File: src/rtl/pcie_pio_pkg.sv
// pcie_pio_pkg: shared request types, completion status codes and CQ/CC descriptor layouts
package pcie_pio_pkg;
  typedef enum logic [3:0] {
    MEM_RD = 4'b0000,
    MEM_WR = 4'b0001
  } req_type_e;
  localparam logic [2:0] CPL_SC = 3'b000;
  localparam logic [2:0] CPL_UR = 3'b001;
  localparam logic [2:0] CPL_CA = 3'b100;
  localparam int DESC_ADDR_LSB = 2;
  localparam int DESC_LOWADDR_MSB = 6;
  localparam int DESC_FBE_W = 4;
  typedef struct packed {
    logic        rsvd63;
    logic [2:0]  attr;
    logic [2:0]  tc;
    logic [16:0] misc;
    logic [7:0]  tag;
    logic [15:0] requester_id;
    logic        rsvd15;
    logic [3:0]  req_type;
    logic [10:0] dw_count;
  } cq_desc1_t;
  typedef struct packed {
    logic [15:0] requester_id;
    logic [1:0]  rsvd47;
    logic [2:0]  status;
    logic [10:0] dw_count;
    logic [2:0]  rsvd31;
    logic [12:0] byte_count;
    logic [5:0]  rsvd15;
    logic [1:0]  at;
    logic        rsvd7;
    logic [6:0]  lower_addr;
  } cc_beat0_t;
  typedef struct packed {
    logic [31:0] data;
    logic        rsvd31;
    logic [2:0]  attr;
    logic [2:0]  tc;
    logic        cid_en;
    logic [15:0] completer_id;
    logic [7:0]  tag;
  } cc_beat1_t;
endpackage

File: src/rtl/pio_completer_if.sv
// pio_completer_if: CQ request and CC completion AXI-Stream channels of the PCIe completer port
interface pio_completer_if #(
  parameter int C_DATA_WIDTH = 64,
  parameter int KEEP_WIDTH = C_DATA_WIDTH / 32
);
  logic [C_DATA_WIDTH-1:0] cq_tdata;
  logic [84:0]             cq_tuser;
  logic                    cq_tlast;
  logic [KEEP_WIDTH-1:0]   cq_tkeep;
  logic                    cq_tvalid;
  logic                    cq_tready;
  logic [C_DATA_WIDTH-1:0] cc_tdata;
  logic [32:0]             cc_tuser;
  logic                    cc_tlast;
  logic [KEEP_WIDTH-1:0]   cc_tkeep;
  logic                    cc_tvalid;
  logic                    cc_tready;
  modport master (
    output cq_tdata, cq_tuser, cq_tlast, cq_tkeep, cq_tvalid,
    input  cq_tready,
    input  cc_tdata, cc_tuser, cc_tlast, cc_tkeep, cc_tvalid,
    output cc_tready
  );
  modport slave (
    input  cq_tdata, cq_tuser, cq_tlast, cq_tkeep, cq_tvalid,
    output cq_tready,
    output cc_tdata, cc_tuser, cc_tlast, cc_tkeep, cc_tvalid,
    input  cc_tready
  );
endinterface

File: src/rtl/pio_regfile.sv
// pio_regfile: 32-bit register array with byte-enable write port and combinational read port
module pio_regfile #(
  parameter int REG_AW = 4
) (
  input  logic              user_clk,
  input  logic              reset,
  input  logic              we_i,
  input  logic [REG_AW-1:0] widx_i,
  input  logic [3:0]        be_i,
  input  logic [31:0]       wdata_i,
  input  logic [REG_AW-1:0] ridx_i,
  output logic [31:0]       rdata_o
);
  logic [31:0] mem_q [2**REG_AW];
  assign rdata_o = mem_q[ridx_i];
  // Clear on reset, otherwise merge enabled bytes into the addressed register
  always_ff @(posedge user_clk) begin
    if (reset) begin
      for (int i = 0; i < 2**REG_AW; i++) mem_q[i] <= '0;
    end else if (we_i) begin
      for (int b = 0; b < 4; b++) if (be_i[b]) mem_q[widx_i][8*b +: 8] <= wdata_i[8*b +: 8];
    end
  end
endmodule

File: src/rtl/pio_completer.sv
// pio_completer: PCIe PIO target servicing single-DW MemRd/MemWr against a register file
module pio_completer
  import pcie_pio_pkg::*;
#(
  parameter int C_DATA_WIDTH = 64,
  parameter int KEEP_WIDTH = C_DATA_WIDTH / 32,
  parameter int REG_AW = 4
) (
  input  logic              user_clk,
  input  logic              reset,
  pio_completer_if.slave    bus,
  input  logic [15:0]       completer_id,
  output logic              reg_wr_valid,
  output logic [REG_AW-1:0] reg_wr_idx,
  output logic [31:0]       reg_wr_data,
  output logic [15:0]       drop_count
);
  localparam logic [2:0] IDLE = 3'd0, DESC1 = 3'd1, WR_DATA = 3'd2, CPL0 = 3'd3, CPL1 = 3'd4, DRAIN = 3'd5;
  logic [2:0] state_q, state_d;
  logic [REG_AW-1:0] idx_q;
  logic [4:0] lo_q;
  logic [3:0] be_q;
  logic [15:0] rid_q, drop_q;
  logic [7:0] tag_q;
  logic [2:0] tc_q, attr_q;
  logic wr_valid_q, acc, drop, we, wr_ok, rd_ok, cpl;
  logic [31:0] rd_data;
  cq_desc1_t d1;
  cc_beat0_t b0;
  cc_beat1_t b1;
  logic unused_ok;
  assign d1 = cq_desc1_t'(bus.cq_tdata);
  assign cpl = state_q == CPL0 || state_q == CPL1;
  assign bus.cq_tready = !reset && !cpl;
  assign acc = bus.cq_tvalid && bus.cq_tready;
  assign wr_ok = d1.req_type == 4'(MEM_WR) && d1.dw_count == 11'd1 && !bus.cq_tlast;
  assign rd_ok = d1.req_type == 4'(MEM_RD) && d1.dw_count == 11'd1 && bus.cq_tlast;
  assign reg_wr_valid = wr_valid_q;
  assign reg_wr_idx = idx_q;
  assign reg_wr_data = rd_data;
  assign drop_count = drop_q;
  assign unused_ok = ^{bus.cq_tkeep, bus.cq_tuser[84:4], bus.cq_tdata};
  pio_regfile #(.REG_AW(REG_AW)) u_regfile (
    .user_clk(user_clk),
    .reset(reset),
    .we_i(we),
    .widx_i(idx_q),
    .be_i(be_q),
    .wdata_i(bus.cq_tdata[31:0]),
    .ridx_i(idx_q),
    .rdata_o(rd_data)
  );
  // Request decode: classify the packet and steer beats until it is consumed or completed
  always_comb begin
    state_d = state_q;
    drop = 1'b0;
    we = 1'b0;
    case (state_q)
      IDLE: if (acc) begin
        state_d = bus.cq_tlast ? IDLE : DESC1;
        drop = bus.cq_tlast;
      end
      DESC1: if (acc) begin
        state_d = wr_ok ? WR_DATA : rd_ok ? CPL0 : bus.cq_tlast ? IDLE : DRAIN;
        drop = !wr_ok && !rd_ok;
      end
      WR_DATA: if (acc) begin
        state_d = bus.cq_tlast ? IDLE : DRAIN;
        we = 1'b1;
      end
      DRAIN: state_d = acc && bus.cq_tlast ? IDLE : DRAIN;
      CPL0: state_d = bus.cc_tready ? CPL1 : CPL0;
      CPL1: state_d = bus.cc_tready ? IDLE : CPL1;
      default: state_d = IDLE;
    endcase
  end
  // State, latched descriptor fields, write pulse and saturating drop counter
  always_ff @(posedge user_clk) begin
    if (reset) begin
      state_q <= IDLE;
      idx_q <= '0;
      lo_q <= '0;
      be_q <= '0;
      rid_q <= '0;
      tag_q <= '0;
      tc_q <= '0;
      attr_q <= '0;
      drop_q <= '0;
      wr_valid_q <= 1'b0;
    end else begin
      state_q <= state_d;
      wr_valid_q <= we;
      if (drop && drop_q != 16'hFFFF) drop_q <= drop_q + 16'd1;
      if (state_q == IDLE && acc) begin
        idx_q <= bus.cq_tdata[REG_AW+1:2];
        lo_q <= bus.cq_tdata[6:2];
        be_q <= bus.cq_tuser[3:0];
      end
      if (state_q == DESC1 && acc) begin
        rid_q <= d1.requester_id;
        tag_q <= d1.tag;
        tc_q <= d1.tc;
        attr_q <= d1.attr;
      end
    end
  end
  // Completion beats built from latched request fields; stable while the core stalls
  always_comb begin
    b0 = '0;
    b0.lower_addr = {lo_q, 2'b00};
    b0.byte_count = 13'd4;
    b0.dw_count = 11'd1;
    b0.status = CPL_SC;
    b0.requester_id = rid_q;
    b1 = '0;
    b1.tag = tag_q;
    b1.completer_id = completer_id;
    b1.cid_en = 1'b1;
    b1.tc = tc_q;
    b1.attr = attr_q;
    b1.data = rd_data;
    bus.cc_tdata = state_q == CPL0 ? C_DATA_WIDTH'(b0) : state_q == CPL1 ? C_DATA_WIDTH'(b1) : '0;
    bus.cc_tvalid = cpl;
    bus.cc_tlast = state_q == CPL1;
    bus.cc_tkeep = {KEEP_WIDTH{cpl}};
    bus.cc_tuser = '0;
  end
endmodule
File: src/flat_wrapper.sv
// flat-port wrapper written by rule: the top's interface ports become plain ports
module pio_completer_flat import pcie_pio_pkg::*;
#(
  parameter int C_DATA_WIDTH = 64,
  parameter int KEEP_WIDTH = C_DATA_WIDTH / 32,
  parameter int REG_AW = 4
)
  (user_clk, reset, completer_id, reg_wr_valid, reg_wr_idx, reg_wr_data, drop_count, bus_cq_tdata, bus_cq_tuser, bus_cq_tlast, bus_cq_tkeep, bus_cq_tvalid, bus_cq_tready, bus_cc_tdata, bus_cc_tuser, bus_cc_tlast, bus_cc_tkeep, bus_cc_tvalid, bus_cc_tready);
  pio_completer_if #(.C_DATA_WIDTH(C_DATA_WIDTH), .KEEP_WIDTH(KEEP_WIDTH)) bus_i ();
  input  logic user_clk;
  input  logic reset;
  input  logic [15:0] completer_id;
  output logic reg_wr_valid;
  output logic [REG_AW-1:0] reg_wr_idx;
  output logic [31:0] reg_wr_data;
  output logic [15:0] drop_count;
  input wire logic [$bits(bus_i.cq_tdata)-1:0] bus_cq_tdata;
  input wire logic [$bits(bus_i.cq_tuser)-1:0] bus_cq_tuser;
  input wire logic [$bits(bus_i.cq_tlast)-1:0] bus_cq_tlast;
  input wire logic [$bits(bus_i.cq_tkeep)-1:0] bus_cq_tkeep;
  input wire logic [$bits(bus_i.cq_tvalid)-1:0] bus_cq_tvalid;
  output wire logic [$bits(bus_i.cq_tready)-1:0] bus_cq_tready;
  output wire logic [$bits(bus_i.cc_tdata)-1:0] bus_cc_tdata;
  output wire logic [$bits(bus_i.cc_tuser)-1:0] bus_cc_tuser;
  output wire logic [$bits(bus_i.cc_tlast)-1:0] bus_cc_tlast;
  output wire logic [$bits(bus_i.cc_tkeep)-1:0] bus_cc_tkeep;
  output wire logic [$bits(bus_i.cc_tvalid)-1:0] bus_cc_tvalid;
  input wire logic [$bits(bus_i.cc_tready)-1:0] bus_cc_tready;
  assign bus_i.cq_tdata = bus_cq_tdata;
  assign bus_i.cq_tuser = bus_cq_tuser;
  assign bus_i.cq_tlast = bus_cq_tlast;
  assign bus_i.cq_tkeep = bus_cq_tkeep;
  assign bus_i.cq_tvalid = bus_cq_tvalid;
  assign bus_cq_tready = bus_i.cq_tready;
  assign bus_cc_tdata = bus_i.cc_tdata;
  assign bus_cc_tuser = bus_i.cc_tuser;
  assign bus_cc_tlast = bus_i.cc_tlast;
  assign bus_cc_tkeep = bus_i.cc_tkeep;
  assign bus_cc_tvalid = bus_i.cc_tvalid;
  assign bus_i.cc_tready = bus_cc_tready;
  pio_completer #(.C_DATA_WIDTH(C_DATA_WIDTH), .KEEP_WIDTH(KEEP_WIDTH), .REG_AW(REG_AW)) u_core (.user_clk(user_clk), .reset(reset), .bus(bus_i), .completer_id(completer_id), .reg_wr_valid(reg_wr_valid), .reg_wr_idx(reg_wr_idx), .reg_wr_data(reg_wr_data), .drop_count(drop_count));
endmodule
File: config.mk
export PLATFORM = sky130hd
export DESIGN_NAME = pio_completer_flat
export DESIGN_NICKNAME = d
export VERILOG_FILES = /design/src/rtl/pcie_pio_pkg.sv /design/src/rtl/pio_completer_if.sv /design/src/rtl/pio_regfile.sv /design/src/rtl/pio_completer.sv /design/src/flat_wrapper.sv
export SDC_FILE = /design/constraint.sdc
export NUM_CORES = 1
export LEC_CHECK = 0
export CAP_MARGIN = 15
export CORE_UTILIZATION = 56
export CTS_BUF_LIST = sky130_fd_sc_hd__clkbuf_8 sky130_fd_sc_hd__clkbuf_16
export CTS_CLUSTER_SIZE = 40
export DETAILED_ROUTE_END_ITERATION = 10
export GPL_ROUTABILITY_DRIVEN = 0
export PLACE_DENSITY = 0.87
export SLEW_MARGIN = 20
export SYNTH_ARGS = -nofsm -noshare
export SYNTH_HDL_FRONTEND = slang
export SYNTH_HIERARCHICAL = 1
export SYNTH_SLANG_ARGS = --single-unit
File: constraint.sdc
create_clock -name user_clk -period 3.08 [get_ports user_clk]
set_input_delay 0.616 -clock user_clk [delete_from_list [all_inputs] [get_ports user_clk]]
set_output_delay 0.616 -clock user_clk [all_outputs]
set_load 0.02 [all_outputs]
Yosys cells after proc, flatten, opt, wreduce, memory -nomap -nowiden
Memory sizes are Yosys's and may differ from the RTL's. A register that Yosys moved wholly into a read port is not among the register bits. Index checks and enable logic that the tools add are counted.

Mux-type cells: 41. Order comparisons: 0. Bitwise operators: 0. Reduce and logical (&&, ||, !) cells: 21. Add/sub/neg operators: 1. Shift operators: 0. Div/mod/pow operators: 0. Multipliers: 0. Equal/unequal tests: 11.

Operator list (count): two-way mux 64 bit (2); two-way mux 32 bit (1); OR reduction 32 bit (1); two-way mux 3 bit (9); two-way mux 1 bit (23); one-hot mux 3 bit (6 select lines) (1); adder 16 x 1 -> 16 bit (second input constant) (1); two-way mux 4 bit (4); != test 16 bit (second input constant) (1); equality test 11 x 1 -> 1 bit (second input constant) (1); logical AND 1 bit (11); equality test 3 x 2 -> 1 bit (second input constant) (2); equality test 3 bit (second input constant) (2); != test 2 x 1 -> 1 bit (second input constant) (3); zero test 1 bit (5); equality test 4 x 1 -> 1 bit (second input constant) (1); zero test 4 bit (1); equality test 3 x 1 -> 1 bit (second input constant) (1); zero test 3 bit (1); AND reduction 3 bit (1); one-hot mux 1 bit (2 select lines) (1); logical OR 1 bit (1).

Input bits: 172. Memory bits (writable): 512. Bits in registers: 63. ROM bits: 0. Memories kept: 1. Bits in latches: 0.

Memory list: u_core.u_regfile.mem_q (depth 16, width 32, rd ports 1, clocked after Yosys merged registers in 1, wr ports 16, line pio_regfile.sv:14) `logic [31:0] mem_q [2**REG_AW];`.

Logic depth before layout (Yosys ltp)
Depth in word-level cells: 12. Gate-level depth with buffers: 9. Gate-level depth less buffers: 6.

Hierarchy
Netlist, hierarchy kept.

Modules (own cells, without submodules): pio_regfile (instances 1, cells an instance 1526, area each 22320.2 µm², seq. area each 15374.7 µm²); pio_completer (instances 1, cells an instance 430, area each 3509.6 µm², seq. area each 1181.1 µm²).

Worst setup path before layout
Ideal clock, no wire load.

Path type: register to output. From: reg u_core/reg_wr_idx[0] (netlist name). To: out bus_cc_tdata[48]. Setup slack: 0.446 ns. Cell stages (with the launch flop): 7. Arrival: 2.018 ns. Path through: dfxtp_1 -> buf_2 -> buf_2 -> mux4_2 -> a22oi_1 -> nand2_1 -> a22o_1.

RTL lines: to (decl) (line flat_wrapper.sv:23) `output wire logic [$bits(bus_i.cc_tdata)-1:0] bus_cc_tdata;`.

==> impl_metrics.tcl <==
set metrics [dict create \
    outcome "finished with violations" \
    violations "negative setup slack" \
    wl_um 82390 \
    synth_compound_area_share_pct 6.055 \
    synth-seq-area-share_pct 64.10 \
    crit_type "reg -> out" \
    synth-xor-area-share_pct 0.06782 \
    grt_pass1_vias 18701 \
    seqPwrFrac_pct 50.0 \
    synth_top_area_cell "edfxtp_1" \
    r2r_setup_slack_ns 0.36 \
    yosys_register_bits 571 \
    p_switching_mw 4.197 \
    track_usage_pct 32.41 \
    grt_max_degree 131 \
    num_rows 78 \
    power_density_nw_per_um2 545.2 \
    initial_core_util_pct 56.80 \
    synth.most_common_cell "edfxtp_1" \
    first_iter_violations 3266 \
    drtPass1Iterations 6 \
    final-instance-count-excl-fill 2921 \
    clk_pin_slew_ns 0.06 \
    cts_tree "built" \
    setup_ws_ns -0.5711 \
    synth_fa_ha_area_share_pct 0.04844 \
    cp-start-kind "flop" \
    drv_cap 0 \
    tns_ns -16.23 \
    p_int_mw 13.34 \
    leakage_nw 11.51 \
    rr_worst_depth 7 \
    root_buffer "clkbuf_16" \
    finalSetupViolations 64 \
    pwr-share-clk_pct 39.8 \
    routed_via_density 6.678 \
    io_buffers 191 \
    area_growth_pct 24.53 \
    r2r-start "u_core/reg_wr_idx[0]$_SDFFE_PP0P_" \
    clockBufferDepth 3 \
    async_reset_ff_share_pct 0 \
    htreeDepth 2 \
    grt_overflow 0 \
    rsz0062_at_grt "yes" \
    tightest_slew_ns 0.7794 \
    ys_warn_count 6 \
    clock-skew-final_ns 0.02203 \
    via_count 19506 \
    syn_inst 1956 \
    whs_ns 0.3966 \
    nets 2448 \
    maxSlewViolCount 0 \
    synth_top_family_by_area "simple AND/OR/NAND/NOR gates" \
    synth_simple_gate_area_share_pct 14.01 \
    peakVddDrop_mv 0.4048 \
    critPathRequiredTime_ns 2.46 \
    synth_edf_count 512 \
    cts_made_buffers 56 \
    crit_arrival_ns 3.04 \
    antenna_found_initial 1 \
    crit_fanout 7 \
    layout-drive-gt1-share_pct 28.10 \
    core-area_um2 45480 \
    endpoint "bus_cc_tdata[52]" \
    swShare_pct 23.93 \
    num_io_pins 327 \
    synth_cell_types 66 \
    dp_cells 2756 \
    hold_viol 0 \
    layout_min_cycle_time_ns 3.651 \
    pre_cts_slack_ns -0.1897 \
    startpoint "u_core/reg_wr_idx[0]$_SDFFE_PP0P_" \
    ant_nets 0 \
    synth_top_cells_by_count "edfxtp_1 (512), nor2_1 (494), nand2_1 (147)" \
    fp.dieArea_um2 46990 \
    timing.rr.end "u_core/u_regfile/mem_q[9][15]$_SDFFCE_PN0P_" \
    hold_start "reset" \
    dp_hpwl_um 46640 \
    postSynthAreaPerCell_um2 13.21 \
    period_share_pct 118.5 \
    worst_hold_path_type "in -> reg" \
    synth_area_um2 25830 \
    slew_headroom_pct 47.92 \
    synth_top_area_share_pct 59.52 \
    die_x_um 216.8 \
    combPwrFrac_pct 10.2 \
    grt_pass1_wl_um 113400 \
    die_h_um 216.8 \
    synthFlopType "edfxtp_1" \
    routedWlPerCell_um 28.20 \
    worstSetupEndpointType "primary output" \
    final_core_util_pct 70.72 \
    clock_latency_ns 0.63 \
    drc 0 \
    cts.hold.buffers_added 0 \
    cts.sinks 571 \
    muxShareOfSynthArea_pct 11.61 \
    fmax_mhz 273.9 \
    synth_area_leaders "edfxtp_1 (60%), mux4_2 (11%), nor2_1 (7.2%)" \
]
power groups by stage:
| stage | Sequential (mW) | Clock, mW | Combinational (mW) |
|---|---|---|---|
| 6_report | 8.77 | 6.99 | 1.79 |
| 5_1_grt | 8.78 | 7.27 | 1.82 |
| 4_1_cts | 8.75 | 6.88 | 1.58 |
| 3_5_place_dp | 8.92 | 0 | 1.46 |
| 3_3_place_gp | 8.89 | 0 | 1.41 |
| 2_1_floorplan | 8.86 | 0 | 0.830 |
critical path, cell delays in order (launching register included):
cell	delay, ns
dfxtp_4	0.40
buf_12	0.17
buf_12	0.12
buf_16	0.13
buf_4	0.12
mux4_2	0.52
a22oi_2	0.38
nand2_2	0.13
a22o_1	0.26
buf_2	0.17
flip-flops by register name, indices dropped and copies added (netlist names):
signal                  cells
u_core/lo_q                 2
u_core/drop_count          16
u_core/u_regfile/mem_q    512
u_core/be_q                 4
u_core/state_q              3
u_core/reg_wr_idx           3
u_core/tag_q                8
u_core/rid_q               16
u_core/reg_wr_valid         1
u_core/tc_q                 3
u_core/attr_q               3
through the flow:
stage	total power, mW	instance area (um2)
after CTS	17.21	31560
after detailed placement	10.38	29230
final	17.54	32160
after global placement	10.30	29230
after global routing	17.87	32160
after floorplan	9.692	25950
logic make-up after synthesis:
group / Yosys count
compound gates: 217
flops: 571
xor+xnor: 2
buf+inv: 215
fa+ha+maj: 1
simple gates: 810
mux: 139
other cells: 1
layout make-up:
cell class | instances | area, um2
Sequential cell | 571 | 16570
Tap cell | 600 | 750.7
Multi-Input combinational cell | 1203 | 8713
Antenna cell | 1 | 2.502
Clock inverter | 45 | 372.9
Inverter | 5 | 18.77
Clock buffer | 58 | 1440
Fill cell | 2648 | 13310
Timing Repair Buffer | 438 | 4299
metal layers:
metal  GRT usage [%]  vias up  share of wire [%]
met1           40.79     9351                 31
met4           15.19        0                6.6
li1                -     7667                  -
met3           7.044      463                 14
met5               0        -                  0
met2           53.88     2025                 48
worst min path at each step:
stage / to / slack (ns) / cells past startpoint
after floorplan: u_core/attr_q[0]$_SDFFE_PP0P_ / 0.43 / 2
after CTS: u_core/drop_count[14]$_SDFFE_PP0P_ / 0.37 / 3
after global placement: u_core/attr_q[0]$_SDFFE_PP0P_ / 0.44 / 2
final: u_core/drop_count[14]$_SDFFE_PP0P_ / 0.40 / 3
after global routing: u_core/drop_count[14]$_SDFFE_PP0P_ / 0.40 / 3
after detailed placement: u_core/rid_q[13]$_SDFFE_PP0P_ / 0.45 / 2
placed cells by master, fill, tap and decap left out, drive strengths merged, types with 3 or more instances in the layout:
master         netlist  final
nor3                 4      4
o21bai              59     59
bufinv               0      6
or2                  6      6
nor2               499    499
nor2b               11     11
edfxtp             512    512
and2                81     81
and3b                4      4
a21oi               44     44
a22o                21     21
mux2i                9      9
conb                 1     34
buf                 88    305
mux4               128    128
o21ai               12     12
clkinv               0     23
o31ai                3      3
inv                  5     19
nand3               12     12
nand2              148    148
nand3b               5      5
a22oi               64     64
dlygate4sd2          0     30
nor4                 4      4
or4                  8      8
clkbuf             122     65
o311ai               3      3
dlymetal6s2s         0      3
or3                  8      8
nand4                7      7
dfxtp               59     59
clkdlybuf4s50        0     91
what timing repair did:
item	in CTS	in global routing
resized for setup	319	149
setup buffers	19	37
hold endpoints to repair	0	0
gates cloned	4	5
pin swaps	14	50
setup endpoints to repair	98	72
No activity file was read; power rests on OpenSTA's default activity.
==> patch 1 (same settings) <==
`C_DATA_WIDTH` is set to 64 in 3 places; all go to 128.
--- a/src/rtl/pio_completer_if.sv
+++ b/src/rtl/pio_completer_if.sv
@@ -2,3 +2,3 @@
 interface pio_completer_if #(
-  parameter int C_DATA_WIDTH = 64,
+  parameter int C_DATA_WIDTH = 128,
   parameter int KEEP_WIDTH = C_DATA_WIDTH / 32
--- a/src/rtl/pio_completer.sv
+++ b/src/rtl/pio_completer.sv
@@ -4,3 +4,3 @@
 #(
-  parameter int C_DATA_WIDTH = 64,
+  parameter int C_DATA_WIDTH = 128,
   parameter int KEEP_WIDTH = C_DATA_WIDTH / 32,
--- a/src/flat_wrapper.sv
+++ b/src/flat_wrapper.sv
@@ -3,3 +3,3 @@
 #(
-  parameter int C_DATA_WIDTH = 64,
+  parameter int C_DATA_WIDTH = 128,
   parameter int KEEP_WIDTH = C_DATA_WIDTH / 32,
Ports: changed (resized bus_cc_tdata, bus_cc_tkeep, bus_cq_tdata and bus_cq_tkeep); port bits go from 327 to 459. No check against the original RTL was run, so the function may have changed too.
==> patch 1 against the unedited design <==
The run still ends with setup timing left. Synthesized cell count grew 3.4%. Design area grew 0.90%. Power grew 1.2%. Sequential cell count is the same. Worst hold slack lost 0.0051 ns. Setup slack gained 0.24 ns. Count of clock-buffer cells in the layout shrank 1. Register-to-register slack lost 0.10 ns. Routed wire length grew 2.4%. Synthesized area grew 1.9%. Critical endpoint is now bus_cc_tdata[51]. Largest power group unchanged.
==> patch 1: results (changes against the unedited design) <==
compound-gate portion of the synthesized area 5.94% (-0.11 points); first-pass GRT wire length 118000 um (+4.2%); Place WS -0.184 ns (+0.00599 ns); CTS Buf Count 55 (-1.8%); status complete, but fails checks; post-CTS setup buffer count 22 (+3); post-placement cell count 2827 (+2.6%); Met1 Wirelength 25900 um (+1.5%); Final setup viols 64 (unchanged); DR iter-0 viols 3143 (-3.8%); vias in the first global route 19300 (+3.2%); Clk power 0.00712 W (+2%); final layout net count 2548 (+4.1%); Post-Synth Adder-Cell Area 0.0475% (-0.00091 points); cts repair resizes 465 (+46%); Crit Path Max Fanout 8 (+1); clk tree area frac 5.74% (+0.11 points); Crit path arrival time 2.79 ns (-0.25 ns); storage element area 16600 um2 (about the same); Synth Area in XOR/XNOR 0.0665% (-0.0013 points); die area 47900 um2 (+1.9%); I/O Buffers 193 (+1.0%); antenna violations before repair 2 (+1); Setup WS post-layout -0.329 ns (+0.242 ns); share of cells above drive strength 1 26.6% (-1.5 points); Clock Buffer Count 57 (-1.7%); comb_multi_in 1267 (+5.3%); post-synthesis mux area share 11.4% (-0.22 points); Max IR drop VDD 0.466 mV (+15%); GR Util All Layers 34.0% (+1.6 points); highest routed layer met5; Met2 Wirelength 40600 um (+2.6%); failing checks setup timing; bufs w/o clock 409 (-6.6%); Area after DPL 29500 um2 (+0.91%)
patch 1: critical path, stage by stage, from the launching register on:
cell     delay (ns)
dfxtp_4        0.38
buf_12         0.17
buf_16         0.15
mux4_2         0.57
a22oi_2        0.31
nand2_2        0.14
a22o_4         0.30
buf_6          0.13
patch 1: path summary, 6_finish.rpt:
kind | start | end | slack [ns] | cells past startpoint
worst min register to register | u_core/tag_q[1] | u_core/tag_q[1] | 0.45 | 2
worst max register to register | u_core/reg_wr_idx[1] | u_core/u_regfile/mem_q[2][18] | 0.26 | 6
worst min-delay path | reset | u_core/drop_count[14] | 0.39 | 3
worst max-delay path | u_core/reg_wr_idx[0] | bus_cc_tdata[51] | -0.33 | 7
patch 1: per-layer routing:
layer	up-vias	track usage [%]
li1	7678	-
met1	9219	41.0
met2	2051	56.8
met3	494	7.29
met4	2	19.5
met5	-	0
==> patch 2 (config.mk and constraints unchanged) <==
Without the edit above. Register the output `drop_count` once more, cleared by the reset; this adds one clock of latency there. The other outputs are not delayed to match.
--- a/src/rtl/pio_completer.sv
+++ b/src/rtl/pio_completer.sv
@@ -40,3 +40,9 @@
   assign reg_wr_data = rd_data;
-  assign drop_count = drop_q;
+  always_ff @(posedge user_clk) begin
+    if (reset) begin
+      drop_count <= '0;
+    end else begin
+      drop_count <= drop_q;
+    end
+  end
   assign unused_ok = ^{bus.cq_tkeep, bus.cq_tuser[84:4], bus.cq_tdata};
Behaviour: not the same (Yosys sat finds a counterexample within 4 cycles, from zero or initial values and one cycle with reset high).
==> patch 2 against the unedited design <==
The flow still finishes with violations (setup timing). Synthesized area increased by 0.93%. Clock power decreased by 0.9%. Sequential share of layout area grew 0.70 points. Setup slack gained 0.30 ns. Design area is 0.60% higher. Power rose by 0.96%. Sequential cell count is 16 higher. Count of clock-buffer cells in the layout up 3. Routed wire length fell by 6.4%. Largest cell class unchanged.
==> patch 2: results (changes against the unedited design) <==
status complete, but fails checks; failing checks setup timing; vias in the first global route 19000 (+1.8%); FF-to-FF path depth 6 (-1); GR Util All Layers 32.1% (-0.28 points); leak pwr 11.2 nW (-2.4%); comb_multi_in 1209 (+0.50%); Hold Path Depth 2 (-1); DR iter-0 viols 2798 (-14%); post-placement cell count 2799 (+1.6%); GRT met2 Usage 54.3% (+0.46 points); Worst Setup EP bus_cc_tdata[48]; inverters 8 (+3); met3 WL 9740 um (-18%); Synth Warn # 6 (unchanged); worst hold start u_core/rid_q[5]; bufs w/o clock 430 (-1.8%); NonClk Buf Share 12.9% (-0.42 points); Post-Synth Adder-Cell Area 0.0480% (-0.00045 points); Setup WS post-layout -0.270 ns (+0.301 ns); Filler cells 2654 (+0.23%); final core utilization 70.8% (+0.12 points); Area after DPL 29500 um2 (+1.1%); share of cells above drive strength 1 27.3% (-0.78 points); CP delay by family, top multiplexers; clk tree area frac 5.67% (+0.036 points); Crit Path Max Fanout 8 (+1); WHS Endpoint u_core/rid_q[5]; compound-gate portion of the synthesized area 5.52% (-0.53 points); syn avg cell area 13.1 um2 (-0.64%); grt met1 use 38.9% (-1.8 points); Seq area share 52.2% (+0.70 points); final layout net count 2466 (+0.74%); Worst path max stage delay 0.55 ns (+0.03 ns); Synth top cells by count nor2_1 (517), edfxtp_1 (512), nand2_1 (141), clkbuf_1 (131), mux4_2 (128); reg-to-reg slack, setup 0.30 ns (-0.06 ns); highest routed layer met5; sequential area share after synthesis 64.7% (+0.63 points); Final setup viols 61 (-4.7%); Place WS -0.257 ns (-0.0672 ns); largest net degree at the start of global routing 76 (-42%); Crit path arrival time 2.73 ns (-0.31 ns); post-synthesis mux area share 11.9% (+0.27 points); vias per cell 6.44 (-3.6%); synth unique cells 55 (-17%); Max IR drop VDD 0.653 mV (+61%); Layout Cells excl Fill 2940 (+0.65%); first-pass GRT wire length 113000 um (-0.18%); HPWL after DPL 47100 um (+0.91%); cell area after synthesis 26100 um2 (+0.93%); met3 Use GR 7.53% (+0.49 points); Met1 Wirelength 24500 um (-3.9%); Met2 Wirelength 38500 um (-2.7%); fraction of area in multi-input gates 26.8% (-0.33 points); Crit Reg-Reg Endpoint u_core/u_regfile/mem_q[5][7]
-- patch 2: cell types whose count changed after synthesis, moves of 7 or more --
| cell | delta |
|---|---|
| a21oi_1 | -8 |
| and2_1 | -8 |
| clkbuf_1 | +11 |
| nor2b_1 | +11 |
| nor2_1 | +23 |
| or3_1 | -7 |
| dfxtp_1 | +16 |
| nor4_1 | +9 |
-- patch 2: where the power goes --
group	switching [W]	total, W	leakage (nW)	internal, W
sequential	0.000107	0.00896	5.90	0.00886
clock	0.00301	0.00693	0.938	0.00392
combinational	0.000982	0.00181	4.40	0.000829
total	0.00410	0.0177	11.2	0.0136
-- patch 2: cells by family after synthesis --
family,Yosys count
AO/OA/AOI/OAI,201
buffers and inverters,224
AND/OR/NAND/NOR,824
XOR/XNOR,1
adder cells (fa/ha/maj),1
multiplexers,148
other,1
flip-flops,587
-- patch 2: what timing repair did --
action                                  CTS  global route
gates resized for setup                 361           122
pin swaps                                37            50
endpoints found under the setup margin   96            88
setup buffers                            12            21
gates cloned                              4             2
hold buffers                              0             0
